===== src/rtl/wb_arb.sv =====
// wb_arb: writeback arbiter between the integer pipeline (ip) and the load/store
// pipeline (lsp). Accepts completed results over valid/ready and drives the single
// register-file write port one cycle later. Also produces the retire count, the
// 64-bit instret counter and a trace PC.
//
// Ports:
//   clk, rst                 clock, synchronous active-low reset
//   ip_wb_*  / lsp_wb_*      result, dst, pc, wb_en, valid in; ready out
//   wb_hold                  debug halt, blocks all acceptance
//   wb_rf_wen/dst/data       registered register-file write port (also forwarding value)
//   wb_retire_cnt            instructions retired last cycle (0..2)
//   wb_instret               retired-instruction counter
//   wb_trace_pc              PC of the last retired instruction
module wb_arb #(
   parameter int unsigned STARVE_LIMIT = 4
) (
   input  logic        clk,
   input  logic        rst,
   input  logic [4:0]  ip_wb_dst,
   input  logic [63:0] ip_wb_result,
   input  logic [63:0] ip_wb_pc,
   input  logic        ip_wb_wb_en,
   input  logic        ip_wb_valid,
   output logic        ip_wb_ready,
   input  logic [4:0]  lsp_wb_dst,
   input  logic [63:0] lsp_wb_result,
   input  logic [63:0] lsp_wb_pc,
   input  logic        lsp_wb_wb_en,
   input  logic        lsp_wb_valid,
   output logic        lsp_wb_ready,
   input  logic        wb_hold,
   output logic        wb_rf_wen,
   output logic [4:0]  wb_rf_dst,
   output logic [63:0] wb_rf_data,
   output logic [1:0]  wb_retire_cnt,
   output logic [63:0] wb_instret,
   output logic [63:0] wb_trace_pc
);

   localparam logic [7:0] StarveLim = 8'(STARVE_LIMIT);

   logic        needs_ip, needs_lsp, conflict, ip_wins;
   logic        ip_fire, lsp_fire;
   logic        ip_writes, lsp_writes;
   logic [7:0]  starve_q;
   logic        rf_wen_q;
   logic [4:0]  rf_dst_q;
   logic [63:0] rf_data_q;
   logic [1:0]  retire_q;
   logic [63:0] instret_q;
   logic [63:0] trace_pc_q;

   // Writes to x0 or with wb_en=0 retire without needing the write port.
   assign needs_ip  = ip_wb_valid & ip_wb_wb_en & (ip_wb_dst != 5'd0);
   assign needs_lsp = lsp_wb_valid & lsp_wb_wb_en & (lsp_wb_dst != 5'd0);
   assign conflict  = needs_ip & needs_lsp;
   // lsp has fixed priority until ip has lost STARVE_LIMIT conflicts in a row.
   assign ip_wins   = (starve_q >= StarveLim);

   always_comb begin
      ip_wb_ready  = 1'b0;
      lsp_wb_ready = 1'b0;
      if (rst && !wb_hold) begin
         if (conflict) begin
            ip_wb_ready  = ip_wins;
            lsp_wb_ready = !ip_wins;
         end else begin
            ip_wb_ready  = 1'b1;
            lsp_wb_ready = 1'b1;
         end
      end
   end

   assign ip_fire    = ip_wb_valid & ip_wb_ready;
   assign lsp_fire   = lsp_wb_valid & lsp_wb_ready;
   // At most one of these is set: a conflict lets only one side fire.
   assign ip_writes  = ip_fire & needs_ip;
   assign lsp_writes = lsp_fire & needs_lsp;

   always_ff @(posedge clk) begin
      if (!rst) begin
         starve_q   <= 8'd0;
         rf_wen_q   <= 1'b0;
         rf_dst_q   <= 5'd0;
         rf_data_q  <= 64'd0;
         retire_q   <= 2'd0;
         instret_q  <= 64'd0;
         trace_pc_q <= 64'd0;
      end else begin
         if (ip_fire) begin
            starve_q <= 8'd0;
         end else if (conflict && lsp_fire && (starve_q < StarveLim)) begin
            starve_q <= starve_q + 8'd1;
         end

         rf_wen_q <= ip_writes | lsp_writes;
         if (lsp_writes) begin
            rf_dst_q  <= lsp_wb_dst;
            rf_data_q <= lsp_wb_result;
         end else if (ip_writes) begin
            rf_dst_q  <= ip_wb_dst;
            rf_data_q <= ip_wb_result;
         end

         retire_q <= {1'b0, ip_fire} + {1'b0, lsp_fire};

         if (lsp_fire) begin
            trace_pc_q <= lsp_wb_pc;
         end else if (ip_fire) begin
            trace_pc_q <= ip_wb_pc;
         end

         // Adds last cycle's count, so instret trails the write port by one cycle.
         instret_q <= instret_q + {62'd0, retire_q};
      end
   end

   assign wb_rf_wen     = rf_wen_q;
   assign wb_rf_dst     = rf_dst_q;
   assign wb_rf_data    = rf_data_q;
   assign wb_retire_cnt = retire_q;
   assign wb_instret    = instret_q;
   assign wb_trace_pc   = trace_pc_q;

endmodule


===== config.mk =====
export PLATFORM = sky130hd
export DESIGN_NAME = wb_arb
export DESIGN_NICKNAME = d
export VERILOG_FILES = /design/src/rtl/wb_arb.sv
export SDC_FILE = /design/constraint.sdc
export NUM_CORES = 1
export LEC_CHECK = 0
export CAP_MARGIN = 25
export CORE_AREA = 2 2 183 185
export CTS_CLUSTER_DIAMETER = 150
export CTS_CLUSTER_SIZE = 16
export DETAILED_ROUTE_END_ITERATION = 8
export DIE_AREA = 0 0 185 187
export GPL_ROUTABILITY_DRIVEN = 0
export PLACE_DENSITY = 0.61
export SYNTH_ARGS = -nofsm -noshare
export SYNTH_HDL_FRONTEND = slang
export SYNTH_SLANG_ARGS = --single-unit

===== constraint.sdc =====
create_clock -name clk -period 3.9 [get_ports clk]
set_clock_uncertainty 0.1 [all_clocks]
set_input_delay 0.39 -clock clk [delete_from_list [all_inputs] [get_ports clk]]
set_output_delay 0.39 -clock clk [all_outputs]
set_load 0.01 [all_outputs]

# Word-level counts from Yosys, hierarchy flattened
# Index checks and enable logic that the tools add are counted.
# word_totals
register_bits	208
inputBits	273
output_inout_bits	202
wordCells	43
# op_classes
addsub	3
order_cmp	2
muxes	10
bitwise_logic	11
n_reduce_logical	10
# op_table
operator	n
two-way mux 64 bit	4
adder 64 x 2 -> 64 bit	1
two-way mux 5 bit	2
nonzero test 5 bit	2
AND 1 bit	9
adder 8 x 1 -> 8 bit (second input constant)	1
greater-or-equal comparator 8 x 3 -> 1 bit (second input constant)	1
< comparator 8 x 3 -> 1 bit (second input constant)	1
two-way mux 1 bit	4
nonzero test 2 bit	2
logical AND 1 bit	3
adder 1 x 1 -> 2 bit	1
zero test 1 bit	2
OR reduction 2 bit	1
inverter 1 bit	1
bitwise OR 1 bit	1

# Longest topological paths before layout
# logic_depth
ltp_word	9
ltp_mapped	12
ltp_nobuf	9

# Worst setup path before layout
# Ideal clock, no wire load.
# synth_timing
path_type	in2reg
start	input port ip_wb_dst[1]
end	register trace_pc_q[43] (netlist: wb_trace_pc[43])
setup_time_ns	0.133
arrival_time_ns	2.903
required_time_ns	3.667
path_slack_ns	0.764
stages	11
n_path_buf	4
cell_sequence	or4_1 -> o211ai_1 -> o31a_1 -> inv_1 -> clkbuf_1 -> ha_1 -> inv_1 -> clkbuf_1 -> clkbuf_1 -> clkbuf_1 -> a21oi_1
# synth_between
elab_chain_len	7
elab_cells_between_ends	11
# synth_rtl
element	line	source
start: declaration	19	input logic [4:0] ip_wb_dst,
nonzero test 5 bit (*)	54	assign needs_ip = ip_wb_valid & ip_wb_wb_en & (ip_wb_dst != 5'd0);
AND 1 bit (*)	54	
AND 1 bit (*)	56	assign conflict = needs_ip & needs_lsp;
two-way mux 1 bit	64	if (conflict) begin
two-way mux 1 bit	63	if (rst && !wb_hold) begin
AND 1 bit (on tied branches)	75, 74	
two-way mux 64 bit or nonzero test 2 bit (tied branches)	-	
end signal: assignment	108	trace_pc_q <= lsp_wb_pc;
end signal: assignment	110	trace_pc_q <= ip_wb_pc;
end: declaration	51	logic [63:0] trace_pc_q;
# Mark *: on every way between the ends. The rest lies on a longest branch, timed or not.
# A chain may end at the register's enable or synchronous reset.

# Worst setup path in the final report
# layout_timing
start	input port ip_wb_dst[3]
end	output port ip_wb_ready
# layout_between
elab_chain_len	5
# layout_rtl
element	line	source
nonzero test 5 bit	54	
AND 1 bit	54	
AND 1 bit	56	
two-way mux 1 bit	64	
two-way mux 1 bit	63	
end: declaration	24	output logic ip_wb_ready,
# Every way passes these cells.

==> out/summary.txt <==
CTS root buffer -> clkbuf_16
# DRC -> 0
Core Area -> 0.0329 mm^2
effective utilization at floorplan -> 27.5%
design area -> 0.0146 mm^2
Layout area overhead -> 62.1%
synthesized instance count -> 1088
Avg WL per Cell -> 18.1 um
timing-limited maximum frequency -> 0.314 GHz
I/O pins -> 475
Crit Path Class -> in2out
largest net degree at the start of global routing -> 140
Slew @ Worst Pin -> 614 ps
gr ovfl total -> 0
register area -> 0.00416 mm^2
Post-CTS Setup Repair Bufs -> 0
Syn Area/Cell -> 8.30 um^2
Max VDD drop -> 0.000206 V
Fill cells -> 3263
critical path's slowest cell -> clkdlybuf4s50_1
Async S/R FF share, synth -> 0%
Yosys cell types -> 38
min Tclk post-route -> 3180 ps
DP Area -> 0.0142 mm^2
Final TNS setup -> 0 ps
hold_buf cts -> 0
Max-Slew Margin vs Limit -> 58.9%
worst skew pair latency -> 490 ps
prevailing post-synth register cell -> dfxtp_1
die area -> 0.0346 mm^2
Critical Path RT -> 3410 ps
Leakage -> 0.00535 uW
CTS Sinks -> 208
post-synthesis cell area -> 0.00903 mm^2
critical-path maximum fanout -> 4
commonest non-fill, non-tap cells in the layout -> clkdlybuf4s50_1 (473), dfxtp_1 (208), nand2_1 (173)
max-cap violations -> 0
Post-Syn Nets -> 1368
Die Y -> 187 um
clk buf depth -> 3
CP Launch Type -> input pin
sequential-to-total area share from yosys stat -> 46.1%
Die W -> 185 um
outcome -> complete, no violations
iteration count of the initial detailed-routing pass -> 5
CP arrival -> 2690 ps
Post-synth EDFFs -> 0
port buffer count -> 474
nets@finish -> 1791
cell mode on critical path -> clkdlybuf4s50_1
commonest non-fill, non-tap cell in the layout -> clkdlybuf4s50_1
critical path capture point type -> output port
Max stage delay on crit path -> 590 ps
DPL Wire Length -> 26300 um
Yosys reg bits -> 208
Hold Crit Class -> in2reg
Final Hold Fails -> 0
initial antenna violation count -> 1
global-route wire length before repair -> 53900 um
number of global-route vias before repair -> 9424
CP cell instances -> clkdlybuf4s50_1 -> or4_1 -> o211ai_1 -> buf_4 -> nor3_1 -> nor2_1 -> clkdlybuf4s50_1
row count -> 67
post_cts resized -> 0
CTS tree -> built
H-tree levels -> 1
vias per inst -> 4.86
Crit path max-delay family -> buffers and inverters
Synth Warn # -> 0
Starting DRT DRC Count -> 487
Final Setup Violations -> 0
Worst-path clk slew -> 80 ps
total track usage -> 19.8%
Buf+Inv Stages, Crit Path -> 3
PwrDens -> 315 mW/mm^2
crit share post-route -> 81.6%
clock buffer count from CTS -> 16
area used by multi-input combinational logic -> 0.00450 mm^2
Antenna Nets Post-Route -> 0
RSZ-0062 raised after global routing -> no
final WL -> 35400 um
via count -> 9511
share of cells above drive strength 1 -> 2.58%
Final Slew Violations -> 0
==> cells in the mapped netlist (12+ instances only) <==
cell type / number / share of area, %
nand3_1: 18 / 1.0
inv_1: 12 / 0.50
or3_1: 24 / 1.7
clkbuf_1: 72 / 3.0
and2_1: 16 / 1.1
nand4_1: 24 / 1.7
mux2i_1: 64 / 7.1
dfxtp_1: 208 / 46
a31oi_1: 71 / 4.9
a21oi_1: 96 / 5.3
nor2_1: 36 / 1.5
xor2_1: 20 / 1.9
o21ai_0: 158 / 8.8
xnor2_1: 13 / 1.3
and3_1: 14 / 0.97
nand2_1: 173 / 7.2
==> worst paths after layout <==
path / start / cells after the start / end / slack [ps]
worst max-delay path: ip_wb_dst[3] / 7 / ip_wb_ready / 720
worst min-delay path: rst / 3 / wb_trace_pc[23]$_SDFFE_PN0P_ / 240
worst max register to register: wb_retire_cnt[0]$_SDFF_PN0_ / 8 / wb_instret[60]$_SDFF_PN0_ / 1050
worst min register to register: starve_q[5]$_SDFFE_PP0P_ / 1 / starve_q[5]$_SDFFE_PP0P_ / 360
==> worst min-delay path, cell delays in order <==
cell     delay [ps]
buf_4           220
o21ai_0         110
a21oi_1          40
==> kinds of logic (layout without fill, tap and decap cells) <==
kind of cell / after synthesis / in the layout / synth area share, %
AO/OA/AOI/OAI: 339 / 339 / 20.3
flip-flops: 208 / 208 / 46.1
other: 0 / 1 / 0
XOR/XNOR: 33 / 33 / 3.20
adder cells (fa/ha/maj): 7 / 7 / 1.05
buffers and inverters: 96 / 518 / 4.18
multiplexers: 64 / 64 / 7.09
AND/OR/NAND/NOR: 341 / 341 / 18.1
==> per-stage QoR <==
| step | hold slack (ps) | power (uW) | worst slack [ps] | instances | utilization (%) |
|---|---|---|---|---|---|
| floorplan | 330 | 2550 | 764 | 1088 | - |
| global placement | 344 | 3090 | 646 | 1939 | 43.1 |
| detailed placement | 347 | 3100 | 545 | 1940 | 43.2 |
| CTS | 225 | 4680 | 748 | 1957 | 44.5 |
| global route | 247 | 4820 | 680 | 1959 | 44.6 |
| finish | 238 | 4610 | 717 | 1959 | 44.6 |
==> registers in the layout, indices dropped and copies added (netlist names) <==
signal / flops
wb_rf_data: 64
wb_rf_dst: 5
wb_rf_wen: 1
wb_instret: 64
wb_retire_cnt: 2
wb_trace_pc: 64
starve_q: 8
==> where the power goes <==
part / switching [uW] / internal (uW)
logic: 317 / 476
registers: 46.2 / 2210
clock network: 791 / 773
total: 1150 / 3460
==> layer usage <==
| layer | global-route usage [%] | vias up | routed length, um |
|---|---|---|---|
| met5 | 0 | - | 0 |
| met4 | 6.23 | 0 | 1040 |
| met3 | 5.16 | 57 | 2430 |
| met2 | 33.8 | 297 | 17200 |
| met1 | 24.3 | 4450 | 14800 |
| li1 | - | 4707 | - |
==> area by class of cell <==
| type | instances | area share [%] |
|---|---|---|
| Antenna cell | 1 | 0.0171 |
| Sequential cell | 208 | 28.4 |
| Clock buffer | 17 | 2.90 |
| Inverter | 13 | 0.350 |
| Tap cell | 448 | 3.83 |
| Timing Repair Buffer | 488 | 33.7 |
| Multi-Input combinational cell | 784 | 30.7 |
(Power assumes the default switching activity.)
